File: config.mk
export PLATFORM = sky130hd
export DESIGN_NAME = fp_operand_classifier
export DESIGN_NICKNAME = d
export VERILOG_FILES = /design/src/rtl/fp_class_pkg.sv /design/src/rtl/fp_class_decode.sv /design/src/rtl/fp_operand_classifier.sv
export SDC_FILE = /design/constraint.sdc
export NUM_CORES = 1
export LEC_CHECK = 0
export CAP_MARGIN = 15
export CORE_MARGIN = 10
export CORE_UTILIZATION = 41
export CTS_CLUSTER_DIAMETER = 50
export DETAILED_ROUTE_END_ITERATION = 16
export GPL_TIMING_DRIVEN = 0
export PLACE_DENSITY_LB_ADDON = 0.25
export RECOVER_POWER = 50
export SYNTH_ARGS = -nofsm -noshare
export SYNTH_HDL_FRONTEND = slang
export SYNTH_SLANG_ARGS = --single-unit
File: constraint.sdc
create_clock -name clk -period 2.95 [get_ports clk]
set_clock_uncertainty 0.1 [all_clocks]
set_input_delay 0.7375 -clock clk [delete_from_list [all_inputs] [get_ports clk]]
set_output_delay 0.7375 -clock clk [all_outputs]
set_load 0.01 [all_outputs]
File: src/rtl/fp_class_pkg.sv
// Shared constants for the FP operand classifier: CLASS.fmt bit positions
// and IEEE-754 field widths per operand width.
package fp_class_pkg;

    localparam int CLASS_W = 10;

    localparam int CLS_SNAN  = 0;
    localparam int CLS_QNAN  = 1;
    localparam int CLS_NINF  = 2;
    localparam int CLS_NNORM = 3;
    localparam int CLS_NSUB  = 4;
    localparam int CLS_NZERO = 5;
    localparam int CLS_PINF  = 6;
    localparam int CLS_PNORM = 7;
    localparam int CLS_PSUB  = 8;
    localparam int CLS_PZERO = 9;

    function automatic int fp_frac_w(input int w);
        return (w == 64) ? 52 : 23;
    endfunction

    function automatic int fp_exp_w(input int w);
        return (w == 64) ? 11 : 8;
    endfunction

endpackage

File: src/rtl/fp_class_decode.sv
// Combinational decode of one IEEE-754 operand into the one-hot
// MIPS R6 CLASS.fmt encoding.
module fp_class_decode
    import fp_class_pkg::*;
#(
    parameter int W = 32
)
(
    input  logic [W-1:0]       op,
    output logic [CLASS_W-1:0] cls
);
    localparam int FW = fp_frac_w(W);
    localparam int EW = fp_exp_w(W);

    logic          sign;
    logic [EW-1:0] exp_f;
    logic [FW-1:0] mant;

    assign sign  = op[W-1];
    assign exp_f = op[W-2:FW];
    assign mant  = op[FW-1:0];

    // NaN classes carry no sign; the quiet bit is the fraction MSB.
    always_comb begin
        cls = '0;
        if (&exp_f) begin
            if (mant == '0)
                cls[sign ? CLS_NINF : CLS_PINF] = 1'b1;
            else if (mant[FW-1])
                cls[CLS_QNAN] = 1'b1;
            else
                cls[CLS_SNAN] = 1'b1;
        end else if (exp_f == '0) begin
            if (mant == '0)
                cls[sign ? CLS_NZERO : CLS_PZERO] = 1'b1;
            else
                cls[sign ? CLS_NSUB : CLS_PSUB] = 1'b1;
        end else begin
            cls[sign ? CLS_NNORM : CLS_PNORM] = 1'b1;
        end
    end

endmodule

File: src/rtl/fp_operand_classifier.sv
// Two-stage elastic pipeline classifying NUM_SRC FP operands per transaction,
// with NaN summaries and a sticky invalid-operation flag for FCSR.
module fp_operand_classifier
    import fp_class_pkg::*;
#(
    parameter int W       = 32,
    parameter int NUM_SRC = 2,
    parameter int TAG_W   = 6
)
(
    input  logic                         clk,
    input  logic                         reset,
    input  logic                         in_valid,
    output logic                         in_ready,
    input  logic [NUM_SRC*W-1:0]         in_ops,
    input  logic [TAG_W-1:0]             in_tag,
    output logic                         out_valid,
    input  logic                         out_ready,
    output logic [NUM_SRC*CLASS_W-1:0]   out_class,
    output logic                         out_any_nan,
    output logic                         out_any_snan,
    output logic [TAG_W-1:0]             out_tag,
    input  logic                         clear_sticky,
    output logic                         sticky_invalid
);
    if (!(W == 32 || W == 64)) begin : g_bad_w
        $error("fp_operand_classifier: W must be 32 or 64");
    end
    if (NUM_SRC < 1 || NUM_SRC > 3) begin : g_bad_num_src
        $error("fp_operand_classifier: NUM_SRC must be 1..3");
    end

    logic                       s1_valid;
    logic [NUM_SRC*W-1:0]       s1_ops;
    logic [TAG_W-1:0]           s1_tag;
    logic                       s2_valid;
    logic [NUM_SRC*CLASS_W-1:0] s2_class;
    logic                       s2_nan;
    logic                       s2_snan;
    logic [TAG_W-1:0]           s2_tag;
    logic                       s1_load;
    logic                       s2_load;
    logic [NUM_SRC*CLASS_W-1:0] dec_class;
    logic                       any_nan_c;
    logic                       any_snan_c;
    logic                       sticky_q;

    assign s2_load  = !s2_valid || out_ready;
    assign s1_load  = !s1_valid || s2_load;
    assign in_ready = s1_load;

    for (genvar i = 0; i < NUM_SRC; i++) begin : g_dec
        fp_class_decode #(.W(W)) u_dec (
            .op  (s1_ops[i*W +: W]),
            .cls (dec_class[i*CLASS_W +: CLASS_W])
        );
    end

    always_comb begin
        any_nan_c  = 1'b0;
        any_snan_c = 1'b0;
        for (int i = 0; i < NUM_SRC; i++) begin
            any_nan_c  = any_nan_c | dec_class[i*CLASS_W + CLS_SNAN]
                                   | dec_class[i*CLASS_W + CLS_QNAN];
            any_snan_c = any_snan_c | dec_class[i*CLASS_W + CLS_SNAN];
        end
    end

    always_ff @(posedge clk) begin
        if (reset) begin
            s1_valid <= 1'b0;
            s2_valid <= 1'b0;
        end else begin
            if (s1_load)
                s1_valid <= in_valid;
            if (s2_load)
                s2_valid <= s1_valid;
        end
    end

    // Payload registers need no reset; they are qualified by the valid bits.
    always_ff @(posedge clk) begin
        if (s1_load && in_valid) begin
            s1_ops <= in_ops;
            s1_tag <= in_tag;
        end
        if (s2_load && s1_valid) begin
            s2_class <= dec_class;
            s2_nan   <= any_nan_c;
            s2_snan  <= any_snan_c;
            s2_tag   <= s1_tag;
        end
    end

    // Only delivered results set the flag; a same-cycle set beats clear.
    always_ff @(posedge clk) begin
        if (reset)
            sticky_q <= 1'b0;
        else
            sticky_q <= (sticky_q && !clear_sticky) ||
                        (s2_valid && out_ready && s2_snan);
    end

    assign out_valid      = s2_valid;
    assign out_class      = s2_class;
    assign out_any_nan    = s2_nan;
    assign out_any_snan   = s2_snan;
    assign out_tag        = s2_tag;
    assign sticky_invalid = sticky_q;

endmodule

==> results of run 1 <==
[layer usage]
| metal | global-route usage | part of all wire | up-vias |
|---|---|---|---|
| li1 | - | - | 919 |
| met1 | 0.1072 | 0.39 | 864 |
| met2 | 0.1766 | 0.51 | 63 |
| met3 | 0.04221 | 0.074 | 9 |
| met4 | 0.06684 | 0.023 | 0 |
| met5 | 0 | 0 | - |
[flip-flops by register name, summed over array words and instances, names as in the netlist]
name and flops:
s1_ops 64, out_any_nan 1, out_valid 1, out_class 20, s1_valid 1, s1_tag 6
sticky_invalid 1, out_any_snan 1, out_tag 6
[how the worst max path moves through the flow]
stage	start	endpoint	slack [ns]	cells past startpoint
5_1_grt	out_ready	in_ready	0.10	4
6_report	out_ready	in_ready	0.19	4
2_1_floorplan	out_ready	out_any_nan	0.35	2
3_5_place_dp	out_ready	in_ready	0.07	4
3_3_place_gp	out_ready	out_class[18]	-0.63	3
4_1_cts	out_ready	in_ready	0.07	4
[logic make-up (layout without fill, tap and decap cells)]
kind of cell / after synthesis / in the layout / synth area share
AOI/OAI and AO/OA: 5 / 5 / 0.008441
buffers and inverters: 4 / 126 / 0.004404
DFF: 101 / 101 / 0.8811
other: 0 / 1 / 0
and+or+nand+nor: 60 / 60 / 0.1061
[final cells by class]
type | instances | area (um2)
timing repair buffer | 106 | 1066
buffer | 1 | 3.754
clock buffer | 9 | 123.9
clock inverter | 7 | 100.1
fill | 607 | 3308
antenna | 1 | 2.502
multi-input combinational | 65 | 384.1
tap | 105 | 131.4
sequential | 101 | 3003
inverter | 3 | 11.26
[worst max-delay path: cells and delay by family]
kind | cells | cell delay, ns
buf+inv | 2 | 0.92
simple gates | 2 | 0.27
[cells in the final DEF, fill, tap and decap left out, types with 3 or more instances in the layout]
cell / count
edfxtp_1: 98
dlygate4sd3_1: 73
clkdlybuf4s50_1: 32
nor4_1: 16
clkbuf_8: 9
nor3_1: 7
nor2_1: 7
nand4_1: 6
and3_1: 6
nand2_1: 5
inv_1: 3
clkinvlp_4: 3
dfxtp_1: 3
[per-stage QoR]
stage | TNS (ns) | area (um2)
3_5_place_dp | 0 | 4611
5_1_grt | 0 | 4826
6_report | 0 | 4826
4_1_cts | 0 | 4835
2_1_floorplan | 0 | 3410
3_3_place_gp | -29.95 | 4592
[power by group through the flow]
stage	clock, mW	combinational (mW)	sequential, mW
final	0.937	0.172	1.69
after global routing	1.03	0.187	1.69
after CTS	0.967	0.195	1.69
after detailed placement	0	0.194	1.72
after global placement	0	0.188	1.72
after floorplan	0	0.0325	1.73
==> results.py, run 1 <==
metrics = {
    "critical_path": {
        "r2r_end": "out_class[7]",
        "worst_ep_arrival_time_ns": 1.93,
        "crit_type": "input pin to output pin",
        "crit_path_top_delay_cell": "clkdlybuf4s50_1",
        "ff2ff_path_depth": 3,
        "reg2reg_slack_ns": 0.83,
        "path_max_fanout": 4,
        "cpPeakStageDelay_ns": 0.48,
        "cpMostUsedCell": "clkdlybuf4s50_1",
        "end_kind": "output pin",
        "worstPathCellList": "clkdlybuf4s50_1 -> nor2b_2 -> nand2_1 -> clkdlybuf4s50_1",
        "startpoint_type": "input pin",
        "crit_required_ns": 2.11,
        "reg2reg_from": "out_valid",
    },
    "finish": {
        "areaGrowthSynthToFinish_pct": 41.59,
        "drive_gt1_frac": 0.07534,
        "layout.cells.non_filler": 398,
        "nNetsFinal": 362,
        "finalCoreUtilization": 0.5933,
    },
    "clocking": {
        "numCtsBuffers": 9,
        "hold_buffers": 0,
        "clock_latency_ns": 0.35,
        "clockBufferDepth": 2,
        "cts.sinks": 101,
        "cts_max_level": 3,
        "post_cts_buffers": 0,
        "clockRootBuffer": "clkbuf_8",
        "cts_tree": "done",
        "cts_resized": 0,
        "clkTransAtPathRegs_ns": 0.09,
    },
    "synth": {
        "yosysWarnings": 0,
        "avgSynthCellArea_um2": 20.05,
        "synth.net_count": 245,
        "yosysTopAreaCellShare": 0.8634,
        "synth_cell_types": 23,
        "synth_seq_cells": 101,
        "synthCells": 170,
        "ys_seq_area_frac": 0.8811,
        "syn_area_mm2": 0.003408,
        "async_flop_share": 0,
        "synth_top_cell_by_area": "edfxtp_1",
        "synthTopCellsByCount": "edfxtp_1, nor4_1, nor3_1",
        "synth_area_leaders": "edfxtp_1, nor4_1, dfxtp_1",
        "yosysMostFrequentCell": "edfxtp_1",
        "synthFlopType": "edfxtp_1",
        "synth-edff-count": 98,
    },
    "grt": {
        "grt_pass1_wl_mm": 10.12,
        "antenna_found_initial": 1,
        "grt_max_degree": 71,
        "grt_overflow": 0,
        "track_usage": 0.1055,
        "grt_pass1_vias": 1919,
    },
    "flow_run": {
        "maxCapViolCount": 0,
    },
    "route": {
        "avgViaCountPerCell": 4.661,
        "firstDrtPassIters": 4,
        "drt_iter0_drc": 58,
        "via_count": 1855,
        "routed_wl_mm": 6.447,
        "drc_errors": 0,
        "wire_per_inst_um": 16.20,
        "ant_nets": 0,
    },
    "timing": {
        "holdWs_ns": 0.3264,
        "min_period_ns": 2.763,
        "fmax_ghz": 0.3620,
        "rsz0062_at_grt": "false",
        "min_period_over_period": 0.9365,
        "finalHoldViolCount": 0,
        "slew_headroom": 0.1399,
        "setup_viol": 0,
        "drv_slew": 0,
        "worst_pin_slew_ns": 1.287,
        "setup_slack_ns": 0.1873,
    },
    "placed_design": {
        "place.gp.congestion": 0.7650,
        "place_ws_ns": 0.07302,
        "portBuffers": 105,
        "dp_hpwl_mm": 4.860,
        "dp_cells": 381,
    },
    "power_and_ir_drop": {
        "p_seq_frac": 0.603,
        "p_comb_frac": 0.062,
        "cell_internal_pwr_mw": 2.246,
        "finalPower_mw": 2.795,
        "leakagePower_nw": 1.619,
        "ir_drop_v": 0.0002864,
        "power_density_mw_per_mm2": 579.2,
        "p_sw_mw": 0.5489,
        "clockPowerShare": 0.335,
        "p_sw_frac": 0.1964,
    },
    "floorplanning": {
        "core_mm2": 0.008134,
        "pin_count": 106,
        "fp.dieH_um": 111.2,
        "start_util": 0.4190,
        "fp-row-count": 33,
        "fp.dieW_um": 111.2,
        "die-area_mm2": 0.01236,
    },
    "worst_hold_path": {
        "hp-start": "s1_tag[1]",
        "min_path_cells": 0,
        "hold_class": "flip-flop to flip-flop",
        "holdPathEnd": "out_tag[1]",
    },
    "outcome": {
        "status": "finished clean",
    },
}
(Power assumes the default switching activity.)
==> run 2, diff against run 1 <==
PLACE_DENSITY = 0.81   (was default)
PLACE_DENSITY_LB_ADDON = default   (was 0.25)
==> run 2 against run 1 <==
Final cell count down 0.50%; clock power down 14%; register-to-register slack better by 0.06 ns; sequential share of layout area up 0.54 points; highest routed layer unchanged; die area unchanged; critical path depth unchanged.
==> results.py, run 2 (synthesis gave the netlist of run 1 again) <==
metrics = {
    "power_and_ir_drop": {
        "p_sw_frac": 0.1966,
        "clockPowerShare": 0.303,
        "finalPower_mw": 2.671,
        "ir_drop_v": 0.0002931,
        "leakagePower_nw": 1.607,
        "cell_internal_pwr_mw": 2.146,
        "p_sw_mw": 0.5250,
        "p_comb_frac": 0.065,
        "power_density_mw_per_mm2": 558.2,
        "p_seq_frac": 0.632,
    },
    "timing": {
        "finalHoldViolCount": 0,
        "min_period_over_period": 0.9525,
        "slew_headroom": 0.2087,
        "fin_tns_setup_ns": 0,
        "fmax_ghz": 0.3559,
        "drv_slew": 0,
        "setup_viol": 0,
        "rsz0062_at_grt": "false",
        "worst_pin_slew_ns": 1.184,
        "holdWs_ns": 0.3241,
        "min_period_ns": 2.810,
    },
    "finish": {
        "final_common_cell": "edfxtp_1",
        "drive_gt1_frac": 0.06873,
        "nNetsFinal": 362,
        "areaGrowthSynthToFinish_pct": 40.38,
        "antenna_cells": 0,
        "largest-register": "s1_ops",
        "finalCoreUtilization": 0.5882,
        "final_cell_mix": "edfxtp_1, dlygate4sd3_1, clkdlybuf4s50_1, nor4_1, clkbuf_8",
        "layout.cells.non_filler": 396,
        "largest_reg_flops": 64,
    },
    "critical_path": {
        "crit_type": "input pin to output pin",
        "crit_path_top_delay_cell": "clkdlybuf4s50_1",
        "crit_required_ns": 2.11,
        "cpMostUsedCell": "clkdlybuf4s50_1",
        "startpoint_type": "input pin",
        "worstPathCellList": "clkdlybuf4s50_1 -> nor2b_2 -> nand2_1 -> clkdlybuf4s50_1",
        "path_max_fanout": 4,
        "worst_ep_arrival_time_ns": 1.97,
        "end_kind": "output pin",
        "cpPeakStageDelay_ns": 0.49,
    },
    "grt": {
        "grt_max_degree": 71,
        "grt_pass1_vias": 2048,
        "grt_pass1_wl_mm": 10.36,
        "grt_overflow": 0,
        "track_usage": 0.1079,
        "antenna_found_initial": 0,
    },
    "outcome": {
        "status": "finished clean",
    },
    "clocking": {
        "post_cts_buffers": 0,
        "clockBufferDepth": 2,
        "cts_max_level": 3,
        "clock_latency_ns": 0.36,
        "cts.sinks": 101,
        "numCtsBuffers": 9,
        "cts_tree": "done",
        "clkTransAtPathRegs_ns": 0.09,
        "clockRootBuffer": "clkbuf_8",
    },
    "route": {
        "avgViaCountPerCell": 4.783,
        "drt_iter0_drc": 35,
        "drc_errors": 0,
        "wire_per_inst_um": 17.04,
        "routed_wl_mm": 6.748,
        "ant_nets": 0,
        "firstDrtPassIters": 4,
        "via_count": 1894,
    },
    "floorplanning": {
        "pin_count": 106,
        "die-area_mm2": 0.01236,
        "fp.dieW_um": 111.2,
        "core_mm2": 0.008134,
        "fp.dieH_um": 111.2,
        "fp-row-count": 33,
        "start_util": 0.4190,
    },
    "flow_run": {
        "maxCapViolCount": 0,
    },
    "placed_design": {
        "place.gp.congestion": 0.7489,
        "dp_hpwl_mm": 5.215,
        "portBuffers": 105,
        "dp_cells": 381,
    },
    "worst_hold_path": {
        "hold_class": "flip-flop to flip-flop",
    },
}
run 2: changes by cell type in the layout (fill, tap and decap cells not counted), sizes merged:
cell,before,now
bufinv,2,1
clkdlybuf4s50,32,34
clkinv,2,4
clkinvlp,3,1
diode,1,0
dlygate4sd3,73,71
run 2: final cells by class:
class                   instances  area [um2]
clock buffers                   9       123.9
fillers                       638        3349
clock inverters                 6       55.05
plain buffers                   1       3.754
inverters                       3       11.26
multi-input cells              65       390.4
repair buffers                106        1066
flip-flops and latches        101        3003
well taps                     105       131.4
run 2: final timing paths:
path | start | end | slack (ns) | cells past startpoint
worst max register to register | out_valid | out_class[11] | 0.89 | 3
worst min-delay path | s1_tag[1] | out_tag[1] | 0.32 | 0
worst min register to register | s1_tag[1] | out_tag[1] | 0.32 | 0
worst max-delay path | out_ready | in_ready | 0.14 | 4
run 2: metal layers:
layer	GRT usage	share of wire	routed length, um	up-vias
li1	-	-	-	914
met1	0.1001	0.35	2348	901
met2	0.1973	0.55	3724	66
met3	0.03517	0.071	479	13
met4	0.06941	0.029	196	0
met5	0	0	0	-
run 2: what timing repair did:
item	in CTS	in global routing
resized for setup	0	1
endpoints found under the setup margin	0	1
hold buffers	0	0
run 2: metrics by stage:
stage,area [um2],worst slack [ns]
detailed placement,4611,0.05367
global placement,4592,-0.5714
CTS,4790,0.04444
floorplan,3410,0.3536
finish,4785,0.1400
global route,4785,0.09556
run 2: worst max-delay path, delay by kind of cell:
kind | cells | cell delay [ns]
simple gates | 2 | 0.30
buf+inv | 2 | 0.94
run 2: power groups by stage:
stage	Clock (mW)	Sequential, mW	Combinational [mW]
2_1_floorplan	0	1.73	0.0325
3_3_place_gp	0	1.72	0.187
3_5_place_dp	0	1.72	0.197
4_1_cts	0.838	1.69	0.197
5_1_grt	0.901	1.70	0.187
6_report	0.809	1.69	0.174
==> run 3, diff against run 2 <==
CORE_UTILIZATION = 35   (was 41)
PLACE_DENSITY = 0.71   (was 0.81)
==> run 3 against run 2 <==
Hold slack better by 0.0026 ns; critical endpoint unchanged; first-iteration DRC count increased by 20%; die area is 14% higher; non-clock buffer count is the same; wire length rose by 1.4%; clock power up 14%; setup slack lost 0.0096 ns; critical path type unchanged; sequential power about the same; maximum frequency decreased by 0.34%; largest power group unchanged; via count increased by 0.21%; combinational power about the same.
==> results.py, run 3 (synthesis gave the netlist of run 1 again) <==
metrics = {
    "critical_path": {
        "crit_type": "input pin to output pin",
        "crit_required_ns": 2.11,
        "worst_ep_arrival_time_ns": 1.98,
        "critical_path.top_delay_family": "buffers and inverters",
        "startpoint_type": "input pin",
        "end_kind": "output pin",
        "cpPeakStageDelay_ns": 0.50,
        "crit_buf_inv": 2,
        "cpMostUsedCell": "clkdlybuf4s50_1",
        "worstPathCellList": "clkdlybuf4s50_1 -> nor2b_2 -> nand2_1 -> clkdlybuf4s50_1",
        "crit_path_top_delay_cell": "clkdlybuf4s50_1",
        "path_max_fanout": 4,
        "reg2reg_slack_ns": 1.07,
    },
    "power_and_ir_drop": {
        "power_density_mw_per_mm2": 573.6,
        "cell_internal_pwr_mw": 2.241,
        "p_sw_mw": 0.5446,
        "leakagePower_nw": 1.619,
        "clockPowerShare": 0.333,
        "p_comb_frac": 0.062,
        "ir_drop_v": 0.0002664,
        "p_seq_frac": 0.606,
        "finalPower_mw": 2.786,
        "p_sw_frac": 0.1955,
    },
    "flow_run": {
        "maxCapViolCount": 0,
    },
    "outcome": {
        "status": "finished clean",
    },
    "finish": {
        "final_cell_area_mm2": 0.004856,
        "drive_gt1_frac": 0.07534,
        "largest_reg_flops": 64,
        "final_cell_mix": "edfxtp_1, dlygate4sd3_1, clkdlybuf4s50_1, nor4_1, clkbuf_8",
        "areaGrowthSynthToFinish_pct": 42.47,
        "finalCoreUtilization": 0.5182,
        "largest-register": "s1_ops",
        "nNetsFinal": 362,
        "final_common_cell": "edfxtp_1",
        "layout.cells.non_filler": 422,
    },
    "placed_design": {
        "dp_cells": 405,
        "place_ws_ns": 0.04856,
        "place_area_mm2": 0.004641,
        "dp_hpwl_mm": 5.251,
        "place.gp.congestion": 0.6902,
        "portBuffers": 105,
    },
    "timing": {
        "finalHoldViolCount": 0,
        "fmax_ghz": 0.3547,
        "slew_headroom": 0.3973,
        "holdWs_ns": 0.3267,
        "min_period_over_period": 0.9558,
        "drv_slew": 0,
        "setup_viol": 0,
        "setup_slack_ns": 0.1304,
        "fin_tns_setup_ns": 0,
        "worst_pin_slew_ns": 0.9041,
        "min_period_ns": 2.820,
        "rsz0062_at_grt": "false",
    },
    "worst_hold_path": {
        "hold_class": "flip-flop to flip-flop",
    },
    "route": {
        "avgViaCountPerCell": 4.498,
        "via_count": 1898,
        "firstDrtPassIters": 4,
        "wl_met1_mm": 2.739,
        "routed.top_layer": "met4",
        "ant_nets": 0,
        "drt_iter0_drc": 42,
        "wire_per_inst_um": 16.21,
        "drc_errors": 0,
        "dr_wl_met3_um": 547,
        "routed_wl_mm": 6.842,
        "route.met2.wl_mm": 3.505,
    },
    "grt": {
        "grt_pass1_wl_mm": 10.83,
        "track_usage": 0.09612,
        "grt_max_degree": 71,
        "grt_pass1_vias": 2186,
        "antenna_found_initial": 1,
        "grt_overflow": 0,
    },
    "clocking": {
        "cts_tree": "done",
        "clockRootBuffer": "clkbuf_8",
        "clockBufferDepth": 2,
        "cts.sinks": 101,
        "numCtsBuffers": 9,
        "hold_buffers": 0,
        "clock_latency_ns": 0.34,
        "post_cts_buffers": 0,
        "clkTransAtPathRegs_ns": 0.09,
        "cts_max_level": 3,
    },
    "floorplanning": {
        "fp.dieH_um": 118.7,
        "pin_count": 106,
        "fp-row-count": 35,
        "die-area_mm2": 0.01408,
        "fp.dieW_um": 118.7,
        "core_mm2": 0.009371,
        "start_util": 0.3637,
    },
}
## run 3: timing repair
item | CTS | global route
resized for setup | 0 | 1
endpoints found under the hold margin | 0 | 0
setup endpoints to repair | 0 | 1
## run 3: routing by layer
metal	GRT usage	vias to the layer above
met3	0.03808	4
met4	0.04122	0
met2	0.1691	69
met5	0	-
met1	0.09921	908
li1	-	917
## run 3: layout make-up
| class | instances | area (um2) |
|---|---|---|
| Fill cell | 804 | 4516 |
| Sequential cell | 101 | 3003 |
| Timing Repair Buffer | 106 | 1066 |
| Multi-Input combinational cell | 65 | 392.9 |
| Tap cell | 129 | 161.4 |
| Clock buffer | 10 | 127.6 |
| Clock inverter | 6 | 87.58 |
| Inverter | 3 | 11.26 |
| Buffer | 1 | 3.754 |
| Antenna cell | 1 | 2.502 |
## run 3: worst paths after layout
kind | from | to | cells after the start
max | out_ready | in_ready | 4
min | s1_tag[1] | out_tag[1] | 0
max reg2reg | s1_ops[54] | out_any_snan | 4
min reg2reg | s1_tag[1] | out_tag[1] | 0
## run 3: power by group through the flow
stage                     registers [mW]  logic (mW)  clock network (mW)
after floorplan                     1.73      0.0325                   0
after global placement              1.72       0.190                   0
after detailed placement            1.72       0.198                   0
after CTS                           1.69       0.198               0.953
after global routing                1.70       0.186                1.01
final                               1.69       0.172               0.926
